## src/rtl/sram_fifo_pkg.sv

```systemverilog
// sram_fifo_pkg: shared sizing constants for the SRAM-backed byte FIFO.
// DATA_WIDTH/ADDR_WIDTH match the 8x64 macro; DEPTH is derived.
package sram_fifo_pkg;

    localparam int DATA_WIDTH = 8;
    localparam int ADDR_WIDTH = 6;
    localparam int DEPTH      = 1 << ADDR_WIDTH;
    localparam int CNT_WIDTH  = ADDR_WIDTH + 1;
    localparam int OQ_DEPTH   = 2;

endpackage

```

## src/rtl/sram_fifo_outq.sv

```systemverilog
// sram_fifo_outq: 2-entry output queue absorbing the SRAM read latency.
// Ports: clk0/rst0 (sync, active high), i_push/i_data, i_pop, o_data (head), o_cnt.
module sram_fifo_outq
    import sram_fifo_pkg::*;
(
    input  logic                  clk0,
    input  logic                  rst0,
    input  logic                  i_push,
    input  logic [DATA_WIDTH-1:0] i_data,
    input  logic                  i_pop,
    output logic [DATA_WIDTH-1:0] o_data,
    output logic [1:0]            o_cnt
);

    logic [DATA_WIDTH-1:0] r_mem [OQ_DEPTH];
    logic                  r_head;
    logic [1:0]            r_cnt;
    logic                  w_tail;

    // With two entries the tail is the head when empty, the other slot otherwise.
    assign w_tail = r_head ^ r_cnt[0];

    always_ff @(posedge clk0) begin
        if (rst0) begin
            r_mem[0] <= '0;
            r_mem[1] <= '0;
            r_head   <= 1'b0;
            r_cnt    <= 2'd0;
        end else begin
            if (i_push) r_mem[w_tail] <= i_data;
            if (i_pop)  r_head <= ~r_head;
            r_cnt <= r_cnt + {1'b0, i_push} - {1'b0, i_pop};
        end
    end

    assign o_data = r_mem[r_head];
    assign o_cnt  = r_cnt;

endmodule

```

## src/rtl/sram_fifo_ctrl.sv

```systemverilog
// sram_fifo_ctrl: byte FIFO using the single-port 8x64 SRAM macro as storage.
// Ports: clk0, rst0 (sync, active high); in_valid/in_ready/in_data input stream;
// out_valid/out_ready/out_data output stream; level = bytes held (0..DEPTH+2);
// sram_csb0/web0/addr0/din0 drive the macro, sram_dout0 returns read data.
// Option: define FIFO_CTRL_BYPASS_EN to route bytes straight into the output
// queue when the SRAM path is empty (1-cycle latency instead of 3).
module sram_fifo_ctrl
    import sram_fifo_pkg::*;
(
    input  logic                  clk0,
    input  logic                  rst0,
    input  logic                  in_valid,
    output logic                  in_ready,
    input  logic [DATA_WIDTH-1:0] in_data,
    output logic                  out_valid,
    input  logic                  out_ready,
    output logic [DATA_WIDTH-1:0] out_data,
    output logic [CNT_WIDTH-1:0]  level,
    output logic                  sram_csb0,
    output logic                  sram_web0,
    output logic [ADDR_WIDTH-1:0] sram_addr0,
    output logic [DATA_WIDTH-1:0] sram_din0,
    input  logic [DATA_WIDTH-1:0] sram_dout0
);

    logic [ADDR_WIDTH-1:0] r_wr_ptr;
    logic [ADDR_WIDTH-1:0] r_rd_ptr;
    logic [ADDR_WIDTH-1:0] r_addr;
    logic [DATA_WIDTH-1:0] r_din;
    logic [CNT_WIDTH-1:0]  r_sram_cnt;
    logic                  r_rd_inflight;

    logic [1:0]            w_oq_cnt;
    logic                  w_rd_issue;
    logic                  w_acc;
    logic                  w_byp;
    logic                  w_wr;
    logic                  w_push;
    logic                  w_pop;
    logic [DATA_WIDTH-1:0] w_push_data;

    // Reads depend only on registered state and win the port over writes;
    // the occupancy test keeps the output queue from ever overflowing.
    assign w_rd_issue = !rst0 && (r_sram_cnt != '0)
                      && (({1'b0, w_oq_cnt} + {2'b0, r_rd_inflight}) < 3'd2);

    assign in_ready = !rst0 && (r_sram_cnt != CNT_WIDTH'(DEPTH)) && !w_rd_issue;
    assign w_acc    = in_valid && in_ready;

`ifdef FIFO_CTRL_BYPASS_EN
    // Only safe while nothing older sits in the SRAM or in flight.
    assign w_byp = w_acc && (r_sram_cnt == '0) && !r_rd_inflight
                 && (w_oq_cnt < 2'(OQ_DEPTH));
`else
    assign w_byp = 1'b0;
`endif

    assign w_wr = w_acc && !w_byp;

    // Read data lands one cycle after issue; bypass never overlaps it.
    assign w_push      = r_rd_inflight || w_byp;
    assign w_push_data = r_rd_inflight ? sram_dout0 : in_data;
    assign out_valid   = (w_oq_cnt != 2'd0);
    assign w_pop       = out_valid && out_ready;

    assign sram_csb0  = !(w_rd_issue || w_wr);
    assign sram_web0  = !w_wr;
    assign sram_addr0 = rst0       ? '0
                      : w_rd_issue ? r_rd_ptr
                      : w_wr       ? r_wr_ptr
                      :              r_addr;
    assign sram_din0  = rst0 ? '0 : (w_wr ? in_data : r_din);

    always_ff @(posedge clk0) begin
        if (rst0) begin
            r_wr_ptr      <= '0;
            r_rd_ptr      <= '0;
            r_addr        <= '0;
            r_din         <= '0;
            r_sram_cnt    <= '0;
            r_rd_inflight <= 1'b0;
        end else begin
            if (w_wr)       r_wr_ptr <= r_wr_ptr + 1'b1;
            if (w_rd_issue) r_rd_ptr <= r_rd_ptr + 1'b1;
            r_sram_cnt    <= r_sram_cnt + {{ADDR_WIDTH{1'b0}}, w_wr}
                                        - {{ADDR_WIDTH{1'b0}}, w_rd_issue};
            r_rd_inflight <= w_rd_issue;
            r_addr        <= sram_addr0;
            r_din         <= sram_din0;
        end
    end

    sram_fifo_outq u_outq (
        .clk0   (clk0),
        .rst0   (rst0),
        .i_push (w_push),
        .i_data (w_push_data),
        .i_pop  (w_pop),
        .o_data (out_data),
        .o_cnt  (w_oq_cnt)
    );

    assign level = r_sram_cnt
                 + {{ADDR_WIDTH{1'b0}}, r_rd_inflight}
                 + {{(CNT_WIDTH-2){1'b0}}, w_oq_cnt};

endmodule

```

## config.mk

```make
export PLATFORM = sky130hd
export DESIGN_NAME = sram_fifo_ctrl
export DESIGN_NICKNAME = d
export VERILOG_FILES = /design/src/rtl/sram_fifo_pkg.sv /design/src/rtl/sram_fifo_outq.sv /design/src/rtl/sram_fifo_ctrl.sv
export SDC_FILE = /design/constraint.sdc
export NUM_CORES = 1
export LEC_CHECK = 0
export ABC_CLOCK_PERIOD_IN_PS = 3400
export CAP_MARGIN = 20
export CORE_ASPECT_RATIO = 0.9
export CORE_MARGIN = 2
export CORE_UTILIZATION = 50
export DETAILED_ROUTE_END_ITERATION = 10
export MAX_ROUTING_LAYER = met4
export PLACE_DENSITY = 0.73
export SKIP_LAST_GASP = 1
export SLEW_MARGIN = 20
export SYNTH_ARGS = -nofsm -noshare
export SYNTH_HDL_FRONTEND = slang
export SYNTH_SLANG_ARGS = --single-unit
export TNS_END_PERCENT = 1
```

## constraint.sdc

```tcl
create_clock -name clk0 -period 3.4 [get_ports clk0]
set_input_delay 0.34 -clock clk0 [delete_from_list [all_inputs] [get_ports clk0]]
set_output_delay 0.34 -clock clk0 [all_outputs]
set_load 0.01 [all_outputs]
```

Yosys cells after proc, flatten, opt, wreduce, memory -nomap -nowiden

Memories as Yosys holds them, arrays and structs flattened. A register that Yosys moved wholly into a read port is not among the register bits.
Cells that the tools add are included.

Register bits after elaboration: 37
Memory bits (writable): 16
Output and inout port bits: 33
Logic and storage cells: 52
Memories: 1

Add/subtract/negate cells: 9
Order comparisons: 1
Eq/ne operators: 1
Multiplexer cells: 16
Bitwise gates (word level): 2
Reduce and logical (&&, ||, !) cells: 14

Memories:

| memory       | words | bits a word | rd ports | clocked after Yosys merged registers in | wr ports | line                 | RTL |
|---|---|---|---|---|---|---|---|
| u_outq.r_mem | 2     | 8           | 1        | 1                                       | 2        | sram_fifo_outq.sv:15 | `logic [DATA_WIDTH-1:0] r_mem [OQ_DEPTH];` |

Operators by type and width:

| operator              | count |
|---|---|
| $mux W8               | 4 |
| $mux W6               | 3 |
| $add A7 B1 Y7         | 2 |
| $add A6 B1 Y6 const B | 2 |
| $mux W1               | 9 |
| $reduce_or A8 Y1      | 1 |
| $add A7 B2 Y7         | 1 |
| $ne A7 B7 Y1 const B  | 1 |
| $reduce_bool A7 Y1    | 1 |
| $sub A7 B1 Y7         | 1 |
| $logic_and A1 B1 Y1   | 6 |
| $logic_not A1 Y1      | 4 |
| $add A2 B1 Y3         | 1 |
| $lt A3 B2 Y1 const B  | 1 |
| $add A2 B1 Y2         | 1 |
| $reduce_bool A2 Y1    | 1 |
| $sub A2 B1 Y2         | 1 |
| $logic_or A1 B1 Y1    | 1 |
| $not A1 Y1            | 1 |
| $xor A1 B1 Y1         | 1 |

Longest topological paths before layout

Gate-level depths: netlist of run 1.

Word-level depth: 9
Gate-level depth with buffers: 15

Modules after synthesis

Synthesis of run 1 repeated with hierarchy kept, for this count alone.

Cells, all modules: 290
Area, all modules: 3069.2 µm²

By module, submodules not included:

| module         | instances | cells each | area each (µm²) | seq. area each (µm²) |
|---|---|---|---|---|
| sram_fifo_ctrl | 1         | 229        | 2167.1          | 680.7 |
| sram_fifo_outq | 1         | 61         | 902.1           | 560.5 |

Least setup slack after synthesis of run 1

Ideal clock, no wire load.

Kind: register to register
From: reg r_sram_cnt[2]
To: reg r_sram_cnt[6]
Setup time: 0.062 ns
Data arrival time: 2.972 ns
Data required time: 3.338 ns
Slack: 0.366 ns
Cell stages (with the launch flop): 16
Period minus slack after synthesis: 3.034 ns
Cells stage by stage: dfxtp_1 > inv_1 > ha_1 > nand4bb_1 > buf_4 > mux2i_4 > nand2_2 > buf_4 > ha_1 > ha_1 > inv_1 > fa_1 > nor2b_1 > o311a_1 > or3_1 > nand3_1

Word-level cells in the longest chain between the ends: 8
Elaborated cells between the ends (all ways): 10
Classes of those cells: 2 x add/sub; 1 x eq/ne; 7 x reduce/logical

Ends and longest elaborated chain:

| element                | line                 | RTL |
|---|---|---|
| start, declared        | sram_fifo_ctrl.sv:30 | `logic [CNT_WIDTH-1:0] r_sram_cnt;` |
| start signal, assigned | sram_fifo_ctrl.sv:85 | `r_sram_cnt <= r_sram_cnt + {{ADDR_WIDTH{1'b0}}, w_wr}` |
| $reduce_bool A7 Y1     | sram_fifo_ctrl.sv:44 | `assign w_rd_issue = !rst0 && (r_sram_cnt != '0)` |
| $logic_and A1 B1 Y1    | sram_fifo_ctrl.sv:44 |  |
| $logic_and A1 B1 Y1    | sram_fifo_ctrl.sv:45 | `&& (({1'b0, w_oq_cnt} + {2'b0, r_rd_inflight}) < 3'd2);` |
| $logic_not A1 Y1       | sram_fifo_ctrl.sv:47 | `assign in_ready = !rst0 && (r_sram_cnt != CNT_WIDTH'(DEPTH)) && !w_rd_issue;` |
| $logic_and A1 B1 Y1    | sram_fifo_ctrl.sv:47 |  |
| $logic_and A1 B1 Y1    | sram_fifo_ctrl.sv:48 | `assign w_acc = in_valid && in_ready;` |
| $add A7 B1 Y7          | sram_fifo_ctrl.sv:85 |  |
| $sub A7 B1 Y7 (*)      | sram_fifo_ctrl.sv:86 | `- {{ADDR_WIDTH{1'b0}}, w_rd_issue};` |

Mark *: on every way between the ends. The rest lies on a longest branch, timed or not.
A chain may end at the register's enable or synchronous reset.

Worst setup path after layout of run 1

From: reg r_sram_cnt[2]
To: out sram_addr0[0]

Word-level cells in the longest chain between the ends: 9
Elaborated cells between the ends (all ways): 11
Classes of those cells: 1 x eq/ne; 3 x mux; 7 x reduce/logical

Ends and longest elaborated chain:

| element             | line                 | RTL |
|---|---|---|
| $reduce_bool A7 Y1  | sram_fifo_ctrl.sv:44 |  |
| $logic_and A1 B1 Y1 | sram_fifo_ctrl.sv:44 |  |
| $logic_and A1 B1 Y1 | sram_fifo_ctrl.sv:45 |  |
| $logic_not A1 Y1    | sram_fifo_ctrl.sv:47 |  |
| $logic_and A1 B1 Y1 | sram_fifo_ctrl.sv:47 |  |
| $logic_and A1 B1 Y1 | sram_fifo_ctrl.sv:48 |  |
| $mux W6             | sram_fifo_ctrl.sv:70 | `: w_wr ? r_wr_ptr` |
| $mux W6 (*)         | sram_fifo_ctrl.sv:69 | `: w_rd_issue ? r_rd_ptr` |
| $mux W6 (*)         | sram_fifo_ctrl.sv:68 | `assign sram_addr0 = rst0 ? '0` |
| end, declared       | sram_fifo_ctrl.sv:21 | `output logic [ADDR_WIDTH-1:0] sram_addr0,` |

Marks and branches as above.

==> results of run 1 <==
-- final cells by class --
class	instances	area, um2	share of cell area (%)
multi-input combinational	208	1594	43.22
sequential	54	1241	33.65
timing repair buffer	60	580.6	15.74
tap	70	87.58	2.374
inverter	23	86.33	2.341
clock buffer	6	82.58	2.239
clock inverter	2	16.27	0.4410
-- stage by stage --
stage                     cell area, um2  total power [mW]
after floorplan                     2990             2.036
after global placement              3590             2.559
after detailed placement            3590             2.593
after CTS                           3689             2.980
after global routing                3689             3.204
final                               3689             2.959
-- worst max-delay path, cell delays in order, from the launching register on --
cell and delay, ns:
dfxtp_1 0.44, inv_1 0.11, ha_1 0.20, nand4bb_1 0.24, buf_4 0.22, mux2_4 0.35
or3_1 0.38, o211a_1 0.15, clkdlybuf4s50_1 0.47
-- path summary, 6_finish.rpt --
check / to / slack (ns) / depth (start not counted)
worst max-delay path: sram_addr0[0] / 0.18 / 8
worst min-delay path: r_din[4]$_SDFF_PP0_ / 0.50 / 1
worst max register to register: r_sram_cnt[6]$_SDFF_PP0_ / 0.48 / 13
worst min register to register: r_din[4]$_SDFF_PP0_ / 0.50 / 1
-- power by group --
group / switching (mW) / internal, mW
sequential: 0.142 / 0.848
clock: 0.217 / 0.168
combinational: 0.774 / 0.809
total: 1.13 / 1.83
-- routing by layer --
| metal | GRT usage, % | vias up | routed length [um] |
|---|---|---|---|
| li1 | - | 1178 | - |
| met1 | 29.47 | 1099 | 2953 |
| met2 | 29.45 | 44 | 2722 |
| met3 | 4.149 | 4 | 302 |
| met4 | 4.762 | 0 | 44 |
| met5 | - | - | 0 |
-- sequential cells by signal (all words and copies together), names as in the netlist, named ones only --
| signal | cells |
|---|---|
| r_rd_ptr | 6 |
| r_addr | 6 |
| u_outq.r_mem | 16 |
| u_outq.r_head | 1 |
| r_wr_ptr | 6 |
| r_din | 8 |
| r_rd_inflight | 1 |
| u_outq.o_cnt | 2 |
| r_sram_cnt | 7 |
-- kinds of logic after synthesis --
group                    Yosys count  synth area share [%]
multiplexers                      13                 5.314
AO/OA/AOI/OAI                     64                 17.87
buffers and inverters             36                 5.188
adder cells (fa/ha/maj)           21                 9.540
AND/OR/NAND/NOR                   94                 15.90
flip-flops                        54                 41.51
XOR/XNOR                          16                 4.686
-- placed cells by master (no fill, tap or decap), drive strengths merged, types with 6 or more instances in the layout --
cell / count
a21oi: 10
a31o: 17
and3: 12
buf: 8
clkbuf: 6
clkdlybuf4s50: 52
dfxtp: 38
edfxtp: 16
ha: 18
inv: 24
mux2: 10
nand2: 18
nor2: 32
nor2b: 7
o21ai: 8
o221a: 8
or3: 6
xnor2: 11
==> results.py, run 1 <==
metrics = {
    "clock_tree": {
        "post_cts_resized": 0,
        "clock-sinks": 54,
        "numCtsBuffers": 5,
        "clockBufferDepth": 2,
        "cts.clk_slew.worst_paths_ns": 0.10,
        "ctsHoldBuffers": 0,
        "cts_tree": "built",
        "cts-root-buf": "clkbuf_8",
        "post_cts_buffers": 0,
        "clock_latency_ns": 0.31,
        "cts_max_level": 2,
    },
    "yosys": {
        "synth_top_area_cell": "dfxtp_1",
        "synthTopCellsByArea": "dfxtp_1, edfxtp_1, ha_1",
        "yosysMostFrequentCell": "dfxtp_1",
        "yosys_warnings": 0,
        "ys_top_cells_by_count": "dfxtp_1, nor2_1, inv_1",
        "synth-edff-count": 16,
        "synth_fp_nets": 339,
        "netlist.area_leader.share_pct": 25.44,
        "ys_ff_latch": 54,
        "ys_seq_area_share_pct": 41.51,
        "synth_flop_cell": "dfxtp_1",
        "async_reset_ff_share_pct": 0,
        "netlist_instances": 298,
        "syn_area_um2": 2990,
        "synth.avg_cell_area_um2": 10.03,
        "ys_types": 55,
    },
    "sta": {
        "worstMarginPinSlew_ns": 0.8040,
        "setup_viol": 0,
        "max_freq_ghz": 0.3109,
        "tns_ns": 0,
        "fin_ws_ns": 0.1840,
        "slew_violations": 0,
        "max-slew-margin-rel_pct": 46.01,
        "post-route-min-period_ns": 3.216,
        "rsz0062_at_grt": "no",
        "hold_viol": 0,
        "holdWs_ns": 0.5007,
        "fin_worst_skew_ns": 0.007524,
        "finalCritPeriodShare_pct": 94.59,
    },
    "power_and_ir_drop": {
        "ir_drop_mv": 0.4329,
        "power_density_nw_per_um2": 802.2,
        "p_leak_nw": 1.543,
    },
    "worst_setup_path": {
        "r2r-start": "r_sram_cnt[2]$_SDFF_PP0_",
        "worstPathMaxFanout": 10,
        "cp.arrival_ns": 2.88,
        "worstPathRequired_ns": 3.06,
        "critPathLaunch": "r_sram_cnt[2]$_SDFF_PP0_",
        "startpoint_type": "flop",
        "worstSetupPathType": "reg -> out",
        "critPathCaptureType": "primary output",
    },
    "route": {
        "wl_um": 6023,
        "ant_nets": 0,
        "wire_per_inst_um": 14.24,
        "drc_errors": 0,
        "avgViaCountPerCell": 5.496,
        "drtIter0Drc": 151,
        "dr.pass1.iters": 4,
        "via_count": 2325,
    },
    "global_routing": {
        "grt_overflow_total": 0,
        "grt_pass1_wl_um": 10650,
        "grt_max_degree": 34,
        "grt_pass1_vias": 2199,
        "antenna_found_initial": 0,
        "grtUsageTotal_pct": 20.37,
    },
    "layout": {
        "fin_nets": 393,
        "n_antenna_cell": 0,
        "final_layout_size_suffix_gt1_share_pct": 16.15,
        "stdcell_count": 423,
        "fillCellCount": 494,
        "fin_util_pct": 64.42,
        "area_delta_synth_final_pct": 23.35,
    },
    "place": {
        "dp.cells": 415,
        "place_ws_ns": 0.3959,
        "hpwlAfterDp_um": 4390,
        "place_congestion": 0.8691,
        "port_buffers": 52,
    },
    "die": {
        "fp.dieH_um": 77.37,
        "core-area_um2": 5725,
        "io_pins": 53,
        "initial_core_util_pct": 52.23,
        "row_count": 26,
        "die_x_um": 85.52,
        "die_area_um2": 6616,
    },
    "min_path": {
        "hold_start": "r_din[4]$_SDFF_PP0_",
        "hp-class": "reg -> reg",
    },
    "run": {
        "maxCapViolCount": 0,
    },
    "run_status": {
        "status": "finished, final reports clean",
    },
}
Power figures use the tool's default switching activity.
==> run 2: changes to the inputs <==
- GPL_TIMING_DRIVEN: unset -> 0
==> results.py, run 2 (synthesis results as in run 1) <==
metrics = {
    "run_status": {
        "status": "finished, final reports clean",
    },
    "min_path": {
        "hold_depth": 3,
        "min_to": "r_wr_ptr[5]$_SDFFE_PP0P_",
        "hold_start": "rst0",
        "hp-class": "in -> reg",
    },
    "sta": {
        "hold_viol": 0,
        "slew_violations": 0,
        "setup_viol": 0,
        "worstMarginPinSlew_ns": 0.8059,
        "max_freq_ghz": 0.3146,
        "fin_worst_skew_ns": 0.004770,
        "post-route-min-period_ns": 3.179,
        "max-slew-margin-rel_pct": 45.89,
        "finalCritPeriodShare_pct": 93.49,
    },
    "worst_setup_path": {
        "worstPathMaxFanout": 20,
        "critPathCaptureType": "flop",
        "crit_family": "adder cells",
        "cp.arrival_ns": 3.44,
        "reg2reg_to": "r_sram_cnt[6]$_SDFF_PP0_",
        "cpPeakStageDelay_ns": 0.40,
        "worstPathRequired_ns": 3.66,
        "startpoint_type": "flop",
        "r2r_setup_slack_ns": 0.22,
        "path_common_cell": "ha_1",
        "cpMaxStageDelayCell": "dfxtp_2",
        "path_buf_inv": 3,
        "worstSetupPathType": "reg -> reg",
        "r2r-start": "r_sram_cnt[4]$_SDFF_PP0_",
        "r2r_cells": 14,
        "crit_chain": "inv_1 > ha_1 > nand4bb_1 > buf_6 > mux2i_4 > nand2_4 > ha_1 > ha_1 > inv_1 > fa_1 > nor2b_2 > o311a_1 > or3_1 > nand3_1",
    },
    "global_routing": {
        "grt_overflow_total": 0,
        "grt_pass1_wl_um": 11050,
        "antenna_found_initial": 0,
        "grt_max_degree": 18,
        "grt_pass1_vias": 2345,
        "grtUsageTotal_pct": 21.49,
    },
    "clock_tree": {
        "clock_latency_ns": 0.32,
        "cts-root-buf": "clkbuf_8",
        "clockBufferDepth": 2,
        "ctsHoldBuffers": 0,
        "cts.clk_slew.worst_paths_ns": 0.10,
        "numCtsBuffers": 5,
        "cts_tree": "built",
        "clock-sinks": 54,
        "cts_max_level": 2,
    },
    "layout": {
        "regMostFlops": "u_outq.r_mem",
        "area_delta_synth_final_pct": 24.35,
        "fin_nets": 397,
        "final_layout_size_suffix_gt1_share_pct": 16.53,
        "n_antenna_cell": 0,
        "layout_commonest_cell": "clkdlybuf4s50_1",
        "fin_util_pct": 64.95,
        "top_regs": "u_outq.r_mem: 16 flops, r_din: 8 flops, r_sram_cnt: 7 flops",
        "final_cell_mix": "clkdlybuf4s50_1, dfxtp_1, nor2_1",
        "stdcell_count": 427,
        "design_area_um2": 3719,
        "largest_register_ffs": 16,
    },
    "power_and_ir_drop": {
        "power_density_nw_per_um2": 824.1,
        "ir_drop_mv": 0.4662,
        "p_leak_nw": 1.546,
        "finalPower_mw": 3.065,
    },
    "run": {
        "maxCapViolCount": 0,
    },
    "place": {
        "dp.cells": 419,
        "place_congestion": 0.8152,
        "post_dp_cell_area_um2": 3588,
        "hpwlAfterDp_um": 4703,
        "port_buffers": 51,
    },
    "route": {
        "via_count": 2387,
        "drc_errors": 0,
        "wl_um": 6547,
        "dr.pass1.iters": 4,
        "avgViaCountPerCell": 5.590,
        "drtIter0Drc": 134,
        "wire_per_inst_um": 15.33,
        "ant_nets": 0,
    },
    "die": {
        "die_x_um": 85.52,
        "initial_core_util_pct": 52.23,
        "core-area_um2": 5725,
        "row_count": 26,
        "io_pins": 53,
        "die_area_um2": 6616,
        "fp.dieH_um": 77.37,
    },
}
==> run 2: cell types whose count changed in the layout (fill, tap and decap cells not counted), moves of 2 or more <==
cell | previous run | this run
clkbuf_1 | 0 | 6
dfxtp_1 | 38 | 34
buf_6 | 0 | 2
buf_1 | 0 | 2
buf_4 | 8 | 2
dfxtp_2 | 0 | 4
==> run 2: report_power, final <==
group          total [mW]  internal (mW)  leakage [nW]  switching (mW)
Sequential          0.995          0.853         0.482           0.142
Clock               0.443          0.219        0.0504           0.223
Combinational        1.63          0.830          1.01           0.797
Total                3.06           1.90          1.55            1.16
==> run 2: worst min-delay path, delay by kind of cell <==
family        cells  cell delay [ns]
buf+inv           1             0.17
mux               1             0.14
simple gates      1             0.12
==> run 2: area by class of cell <==
class                           count  area [um2]
Tap cell                           70       87.58
Buffer                             12       65.06
Inverter                           23       86.33
Multi-Input combinational cell    208        1602
Clock inverter                      3       45.04
Timing Repair Buffer               52       518.0
Clock buffer                        5       68.82
Fill cell                         476        2007
Sequential cell                    54        1246
==> run 2: worst max path at each step <==
stage                                  start  slack [ns]  depth (start not counted)                  endpoint
floorplan           r_sram_cnt[2]$_SDFF_PP0_        0.37                         15  r_sram_cnt[6]$_SDFF_PP0_
global placement                    in_valid       -0.08                         12  r_sram_cnt[6]$_SDFF_PP0_
detailed placement                  in_valid       -0.08                         12  r_sram_cnt[6]$_SDFF_PP0_
CTS                 r_sram_cnt[5]$_SDFF_PP0_      0.0009                         15  r_sram_cnt[6]$_SDFF_PP0_
global route        r_sram_cnt[4]$_SDFF_PP0_      -0.006                         14  r_sram_cnt[6]$_SDFF_PP0_
finish              r_sram_cnt[4]$_SDFF_PP0_        0.22                         14  r_sram_cnt[6]$_SDFF_PP0_
==> run 2: metrics by stage <==
step           hold slack, ns  setup slack (ns)  setup TNS (ns)
2_1_floorplan          0.4534            0.3658               0
3_3_place_gp           0.4736          -0.07582        -0.07582
3_5_place_dp           0.4826          -0.08390        -0.08390
4_1_cts                0.4929         0.0008984               0
5_1_grt                0.5148         -0.005808       -0.005808
6_report               0.4855            0.2212               0
==> run 2: per-layer routing <==
layer  track usage [%]  wire length (um)  up-vias
li1                  -                 -     1178
met1             28.44              3155     1138
met2             33.67              2986       60
met3             3.191               280       11
met4             7.778               125        0
met5                 -                 0        -
==> run 2: timing repair <==
item,4_1_cts,5_1_grt
setup buffers,0,1
resized for setup,2,5
setup endpoints to repair,1,2
gates cloned,0,0
